`src/rtl/demux_stream_if.sv`:
```
// Stream bundle for demux_stream: one input beat stream fanned out to NCH
// registered output channels, each with its own valid/ready pair.
interface demux_stream_if #(
  parameter int DW  = 16,
  parameter int NCH = 8
);
  localparam int SW = $clog2(NCH);

  logic              din_valid;
  logic              din_ready;
  logic [DW-1:0]     din;
  logic [SW-1:0]     din_sel;
  logic              din_bcast;
  logic [NCH*DW-1:0] dout;
  logic [NCH-1:0]    dout_valid;
  logic [NCH-1:0]    dout_ready;

  modport master (
    output din_valid, din, din_sel, din_bcast, dout_ready,
    input  din_ready, dout, dout_valid
  );

  modport slave (
    input  din_valid, din, din_sel, din_bcast, dout_ready,
    output din_ready, dout, dout_valid
  );
endinterface

```
`src/rtl/demux_stream.sv`:
```
// Registered 1-to-NCH stream demultiplexer with per-channel one-entry slots,
// all-or-nothing broadcast and a saturating counter of out-of-range drops.
module demux_stream #(
  parameter int DW  = 16,
  parameter int NCH = 8,
  parameter int CW  = 8
) (
  input  logic          clk,
  input  logic          rst,
  demux_stream_if.slave stream,
  output logic [CW-1:0] drop_cnt
);
  localparam int SW = $clog2(NCH);

  logic [NCH-1:0] vld_q;
  logic [DW-1:0]  data_q [NCH];

  logic [NCH-1:0] slot_free;
  logic [NCH-1:0] sel_hit;
  logic [NCH-1:0] load;
  logic           in_range;
  logic           sel_free;
  logic           accept;
  logic           drop;

  // A select decode with no hit is exactly the out-of-range case, so no
  // magnitude compare against NCH is needed for non-power-of-two widths.
  always_comb begin
    slot_free = '0;
    sel_hit   = '0;
    for (int unsigned k = 0; k < NCH; k++) begin
      slot_free[k] = !vld_q[k] | stream.dout_ready[k];
      sel_hit[k]   = (stream.din_sel == SW'(k));
    end
  end

  assign in_range = |sel_hit;
  assign sel_free = |(slot_free & sel_hit);

  always_comb begin
    stream.din_ready = 1'b0;
    if (rst)
      stream.din_ready = 1'b0;
    else if (stream.din_bcast)
      stream.din_ready = &slot_free;
    else if (in_range)
      stream.din_ready = sel_free;
    else
      stream.din_ready = 1'b1;
  end

  assign accept = stream.din_valid & stream.din_ready;
  assign drop   = accept & !stream.din_bcast & !in_range;

  always_comb begin
    load = '0;
    if (accept)
      load = stream.din_bcast ? '1 : sel_hit;
  end

  assign stream.dout_valid = vld_q;

  always_comb begin
    stream.dout = '0;
    for (int unsigned k = 0; k < NCH; k++)
      stream.dout[k*DW +: DW] = data_q[k];
  end

  // Load takes priority over drain so a full-rate stream has no bubbles.
  always_ff @(posedge clk) begin
    if (rst) begin
      vld_q    <= '0;
      drop_cnt <= '0;
      for (int unsigned k = 0; k < NCH; k++)
        data_q[k] <= '0;
    end else begin
      for (int unsigned k = 0; k < NCH; k++) begin
        if (load[k]) begin
          data_q[k] <= stream.din;
          vld_q[k]  <= 1'b1;
        end else if (stream.dout_ready[k]) begin
          vld_q[k]  <= 1'b0;
        end
      end
      if (drop && (drop_cnt != '1))
        drop_cnt <= drop_cnt + 1'b1;
    end
  end
endmodule

```
`src/flat_wrapper.sv`:
```
// flat-port wrapper written by rule: the top's interface ports become plain ports
module demux_stream_flat 
#(
  parameter int DW  = 16,
  parameter int NCH = 8,
  parameter int CW  = 8
)
  (clk, rst, drop_cnt, stream_din_valid, stream_din, stream_din_sel, stream_din_bcast, stream_dout_ready, stream_din_ready, stream_dout, stream_dout_valid);
  demux_stream_if #(.DW(DW), .NCH(NCH)) stream_i ();
  input  logic clk;
  input  logic rst;
  output logic [CW-1:0] drop_cnt;
  input wire logic [$bits(stream_i.din_valid)-1:0] stream_din_valid;
  input wire logic [$bits(stream_i.din)-1:0] stream_din;
  input wire logic [$bits(stream_i.din_sel)-1:0] stream_din_sel;
  input wire logic [$bits(stream_i.din_bcast)-1:0] stream_din_bcast;
  input wire logic [$bits(stream_i.dout_ready)-1:0] stream_dout_ready;
  output wire logic [$bits(stream_i.din_ready)-1:0] stream_din_ready;
  output wire logic [$bits(stream_i.dout)-1:0] stream_dout;
  output wire logic [$bits(stream_i.dout_valid)-1:0] stream_dout_valid;
  assign stream_i.din_valid = stream_din_valid;
  assign stream_i.din = stream_din;
  assign stream_i.din_sel = stream_din_sel;
  assign stream_i.din_bcast = stream_din_bcast;
  assign stream_i.dout_ready = stream_dout_ready;
  assign stream_din_ready = stream_i.din_ready;
  assign stream_dout = stream_i.dout;
  assign stream_dout_valid = stream_i.dout_valid;
  demux_stream #(.DW(DW), .NCH(NCH), .CW(CW)) u_core (.clk(clk), .rst(rst), .stream(stream_i), .drop_cnt(drop_cnt));
endmodule
```
`config.mk`:
```
export PLATFORM = sky130hd
export DESIGN_NAME = demux_stream_flat
export DESIGN_NICKNAME = d
export VERILOG_FILES = /design/src/rtl/demux_stream_if.sv /design/src/rtl/demux_stream.sv /design/src/flat_wrapper.sv
export SDC_FILE = /design/constraint.sdc
export NUM_CORES = 1
export LEC_CHECK = 0
export ABC_AREA = 1
export CORE_MARGIN = 5
export CORE_UTILIZATION = 45
export CTS_BUF_LIST = sky130_fd_sc_hd__clkbuf_4 sky130_fd_sc_hd__clkbuf_8 sky130_fd_sc_hd__clkbuf_16
export DETAILED_ROUTE_END_ITERATION = 6
export PLACE_DENSITY_LB_ADDON = 0.25
export RECOVER_POWER = 25
export SETUP_SLACK_MARGIN = 0.15
export SLEW_MARGIN = 20
export SYNTH_ARGS = -nofsm -noshare
export SYNTH_HDL_FRONTEND = slang
export SYNTH_SLANG_ARGS = --single-unit
```
`constraint.sdc`:
```
create_clock -name clk -period 2.4 [get_ports clk]
set_clock_uncertainty 0.15 [all_clocks]
set_input_delay 0.24 -clock clk [delete_from_list [all_inputs] [get_ports clk]]
set_output_delay 0.24 -clock clk [all_outputs]
set_load 0.05 [all_outputs]
```
# Yosys cells after proc, flatten, opt, wreduce, memory -nomap -nowiden
# Memory sizes are Yosys's and may differ from the RTL's.
# Index checks and enable logic that the tools add are counted.
[totals] register_bits=16 out_inout_bits=145 romBits=0 latch_bits=0 ramBits=128 n_memories=1 in_bits=31
[memory_table] name="u_core.data_q" depth=8 word_bits=16 rd=8 rd_ports_with_merged_regs=0 wr=8 line="demux_stream.sv:16" source="logic [DW-1:0] data_q [NCH];"
[classes] magnitude_cmp=0 bitwise=20 shifts=0 addsub=1 mul=0 muxes=55 div_mod_pow=0 reduce_logical=23 n_eq_ne=8
[op_table] operator="$mux W16" n=8
[op_table] operator="$mux W1" n=45
[op_table] operator="$mux W8" n=2
[op_table] operator="$or A1 B1 Y1" n=16
[op_table] operator="$reduce_bool A2 Y1" n=8
[op_table] operator="$reduce_or A8 Y1" n=2
[op_table] operator="$eq A3 B3 Y1 const B" n=4
[op_table] operator="$logic_not A1 Y1" n=10
[op_table] operator="$add A8 B1 Y8 const B" n=1
[op_table] operator="$and A8 B8 Y8" n=1
[op_table] operator="$ne A8 B8 Y1 const B" n=1
[op_table] operator="$reduce_and A8 Y1" n=1
[op_table] operator="$eq A3 B2 Y1 const B" n=2
[op_table] operator="$and A1 B1 Y1" n=3
[op_table] operator="$eq A3 B1 Y1 const B" n=1
[op_table] operator="$logic_not A3 Y1" n=1
[op_table] operator="$logic_and A1 B1 Y1" n=1

# Depth between registers and ports, before layout
[logic_depth] depth_word=13 mapped_depth=9

# Worst setup path after synthesis
# No wires, ideal clock.
[synth_timing] path_type="flip-flop to flip-flop" start="register u_core.vld_q[3], in the netlist u_core.stream.dout_valid[3]" end="memory u_core.data_q[0][0] (enable)" setup_time_ps=372 path_slack_ps=-52 t_required_ps=1878 stages_incl_launch_ff=9 t_arrival_ps=1930 n_path_buf=1 cell_sequence="dfxtp_1 nand2_1 nand2_1 nor2_1 nand2_1 a21oi_4 nand4_2 buf_6 nand2_1"
[synth_lines] element="start: declaration" line="demux_stream.sv:15" source="logic [NCH-1:0] vld_q;"
[synth_lines] element="start signal: assignment" line="demux_stream.sv:72" source="vld_q <= '0;"
[synth_lines] element="start signal: indexed assignment" line="demux_stream.sv:80" source="vld_q[k] <= 1'b1;"
[synth_lines] element="start signal: indexed assignment" line="demux_stream.sv:82" source="vld_q[k] <= 1'b0;"
[synth_lines] element="end: declaration" line="demux_stream.sv:16"

# Final worst setup path
[layout_timing] start="input stream_din_sel[1]" end="output stream_din_ready"
[layout_between] elab_chain_len=6 elab_cells_between_ends=14
[layout_rtl] element="start: declaration" line="flat_wrapper.sv:15" source="input wire logic [$bits(stream_i.din_sel)-1:0] stream_din_sel;"
[layout_rtl] element="$eq A3 B1 Y1 (tied with other cells)" line="demux_stream.sv:33" source="sel_hit[k] = (stream.din_sel == SW'(k));"
[layout_rtl] element="$and A8 B8 Y8" line="demux_stream.sv:38" source="assign sel_free = |(slot_free & sel_hit);"
[layout_rtl] element="$reduce_or A8 Y1" line="demux_stream.sv:38"
[layout_rtl] element="$mux W1 *" line="demux_stream.sv:46" source="else if (in_range)"
[layout_rtl] element="$mux W1 *" line="demux_stream.sv:44" source="else if (stream.din_bcast)"
[layout_rtl] element="$mux W1 *" line="demux_stream.sv:42" source="if (rst)"
[layout_rtl] element="end: declaration" line="flat_wrapper.sv:18" source="output wire logic [$bits(stream_i.din_ready)-1:0] stream_din_ready;"
# Mark *: on every way between the ends. The rest lies on a longest branch, timed or not.

==> metrics <==
combinational share of power=0.187; vias in the first global route=3845; number of DRC markers in iteration 0=189; Initial Utilization=0.459; CTS root buf=clkbuf_16; maximum capacitance violations=0; syn nets=416; Slew Limit Headroom=0.542; GRT Overall Usage=0.198; crit-path max cell delay=600 ps; post-synthesis simple-gate area fraction=0.146; hold crit path type=reg2reg; min Tclk post-route=2200 ps; Cell Area, Synth=0.00524 mm^2; CTS max path bufs=2; via-per-instance ratio=4.91; Hold Path Stages=2; std cell rows=39; Detailed Route WL=13500 um; maximum VDD drop=0.430 mV; setup TNS=0 ps; CP Capture Type=output port; pin count of the biggest net entering global routing=33; port bufs=175; Pre-antenna DRT Iters=5; Critical Path Source Type=input port; fmax=0.455 GHz; layout cells sized above 1=0.118; GRT overflow=0; unrepaired setup endpoints after global routing=no; CTS Buf Count=17; Final Cycle Share=0.916; Clk pin slew, worst setup/hold paths=60 ps; combinational family with the most area after synthesis=simple AND/OR/NAND/NOR gates; Hold EP=u_core.drop_cnt[5]; Clock Sinks=144; Synth Register Bits=144; post-synthesis mux area share=0; crit-path cells=dlygate4sd3_1 -> inv_2 -> nor2_1 -> nand3_1 -> nand2_1 -> nor2_1 -> nand3_4 -> and2_2 -> buf_12; Pleak=3.15 nW; TritonCTS clock tree=built; DRC=0; Core ar.=0.0114 mm^2; min-delay src=u_core.drop_cnt[5]; FF-to-FF Start=u_core.stream.dout_valid[6]; Setup Viol. Count Final=0; antenna violations before repair=0; Die H=118 um; hold buffers post-CTS=0; DR WL/cell=18.1 um; Mapped Avg Cell Area=13.6 um^2; Post-DP HPWL=9770 um; Worst R2R Setup Slack=370 ps; Syn. warnings=0; switching power=2.03 mW; Final Core Density=0.692; Final Net Count=620; routability cong.=0.920; XOR/XNOR Fraction of Synth Area=0; Post-Synth Adder-Cell Area=0; area grow syn2layout=50.9%; endpoints failing hold=0; Worst Path Arrival=1810 ps; Crit path top cell by count=nor2_1; clk_lat worst skew=410 ps; Slew @ Worst Pin=687 ps; pwr dens=858 mW/mm^2; vias post-DR=3658; IO Pins=176; first-pass GRT wire length=21400 um; Die Area=0.0139 mm^2; total inserted antenna cells=0; Worst R2R End=u_core.data_q[1][21]; H-tree Lvls=4; Synth cell types=21; CP max FO=4; post-synthesis cell count=385; sequential area share after synthesis=0.795; cell-internal power=4.75 mW; Flop pwr share=0.439; clock share of power=0.375; status=complete, no violations; post-synthesis compound-gate area fraction=0.0155; WS Path Type=in2out; slowest CP cell=dlygate4sd3_1; Die X=118 um; Worst Path Required=2010 ps; Max Slew Vio Count=0; DRT antenna net count=0; R2R depth=8; sw frac=0.299
synth_stat cells:
master / count / area [um^2]
edfxtp_1: 128 / 3840
nor2_1: 125 / 469
nand2_1: 36 / 135
inv_1: 34 / 128
dfxtp_1: 16 / 320
a21oi_1: 8 / 40.0
buf_6: 6 / 67.6
nand4_2: 6 / 75.1
nand3_1: 5 / 25.0
nand4_1: 4 / 25.0
clkbuf_1: 3 / 11.3
buf_2: 2 / 10.0
inv_2: 2 / 7.51
nor2_2: 2 / 12.5
o21ai_0: 2 / 10.0
a21oi_2: 1 / 8.76
a21oi_4: 1 / 16.3
a31oi_1: 1 / 6.26
and2_2: 1 / 7.51
buf_1: 1 / 3.75
nand3_4: 1 / 17.5
repair_timing:
item,in CTS,in global routing
setup buffers,1,2
endpoints found under the setup margin,1,1
gates resized for setup,1,0
cloned,0,0
pin swaps,0,1
worst max-delay path by stage:
stage / startpoint / to / slack, ps / cells after the start
final: stream_din_sel[1] / stream_din_ready / 200 / 9
after global routing: stream_din_sel[1] / stream_din_ready / 110 / 9
after CTS: u_core.stream.dout_valid[6] / stream_din_ready / 200 / 7
after detailed placement: stream_din_sel[0] / u_core.data_q[0][9] / -10 / 9
after global placement: stream_din_sel[0] / u_core.data_q[0][10] / 10 / 9
after floorplan: u_core.stream.dout_valid[3] / u_core.data_q[0][16] / 130 / 8
cell families after synthesis:
family          Yosys count
buf+inv                  48
compound gates           13
simple gates            180
flops                   144
placed cells by master, fill, tap and decap left out:
| cell type | netlist | layout |
|---|---|---|
| nand2_2 | 0 | 4 |
| buf_4 | 0 | 11 |
| nor2_2 | 2 | 2 |
| edfxtp_1 | 128 | 128 |
| bufinv_16 | 0 | 1 |
| dlygate4sd2_1 | 0 | 1 |
| nand2_1 | 36 | 31 |
| clkbuf_16 | 0 | 17 |
| and2_2 | 1 | 1 |
| dlygate4sd3_1 | 0 | 29 |
| a31oi_1 | 1 | 1 |
| clkdlybuf4s50_1 | 0 | 144 |
| clkbuf_2 | 0 | 3 |
| nand3_4 | 1 | 1 |
| clkinv_2 | 0 | 1 |
| nor2_1 | 125 | 125 |
| clkinvlp_4 | 0 | 4 |
| nand2_4 | 0 | 1 |
| a21oi_2 | 1 | 1 |
| dfxtp_1 | 16 | 16 |
| nand4_2 | 6 | 4 |
| inv_1 | 34 | 34 |
| buf_12 | 0 | 8 |
| inv_6 | 0 | 8 |
| inv_8 | 0 | 1 |
| clkbuf_1 | 3 | 1 |
| o21ai_0 | 2 | 2 |
| inv_2 | 2 | 2 |
| nand3_1 | 5 | 5 |
| nand4_1 | 4 | 6 |
| a21oi_4 | 1 | 1 |
| a21oi_1 | 8 | 8 |
final cells by class:
type / instances / area [um^2]
clock buffer: 17 / 425
clock inverter: 15 / 146
fill: 831 / 3510
inverter: 36 / 135
multi-input combinational: 193 / 853
sequential: 144 / 4160
tap: 143 / 179
timing repair buffer: 197 / 2000
critical path, delay by kind of cell:
kind | cells | cell delay [ps]
buffers and inverters | 3 | 850
AND/OR/NAND/NOR | 6 | 720
through the flow:
step / worst slack [ps] / cells / power (mW) / hold slack [ps] / instance area [um^2]
6_report: 201 / 745 / 6.78 / 270 / 7910
5_1_grt: 107 / 745 / 6.99 / 291 / 7910
4_1_cts: 202 / 743 / 6.85 / 274 / 7940
3_5_place_dp: -11.3 / 710 / 4.32 / 263 / 7360
3_3_place_gp: 9.67 / 710 / 4.30 / 261 / 7360
2_1_floorplan: 131 / 385 / 3.81 / 297 / 5260
flip-flops by register name, summed over array words and instances, names as in the netlist:
| signal | cells |
|---|---|
| u_core.data_q | 128 |
| u_core.drop_cnt | 8 |
| u_core.stream.dout_valid | 8 |
power groups by stage:
stage / Combinational [mW] / Sequential (mW) / Clock, mW
5_1_grt: 1.32 / 2.99 / 2.69
3_5_place_dp: 1.29 / 3.03 / 0
3_3_place_gp: 1.27 / 3.03 / 0
6_report: 1.27 / 2.97 / 2.54
4_1_cts: 1.30 / 2.98 / 2.57
2_1_floorplan: 0.197 / 3.61 / 0
per-layer routing:
layer,part of all wire,track usage
met3,0.087,0.0721
met5,0,0
met4,0.010,0.0688
met1,0.39,0.225
met2,0.52,0.345
Note: power is estimated with default switching activity, not from simulation.
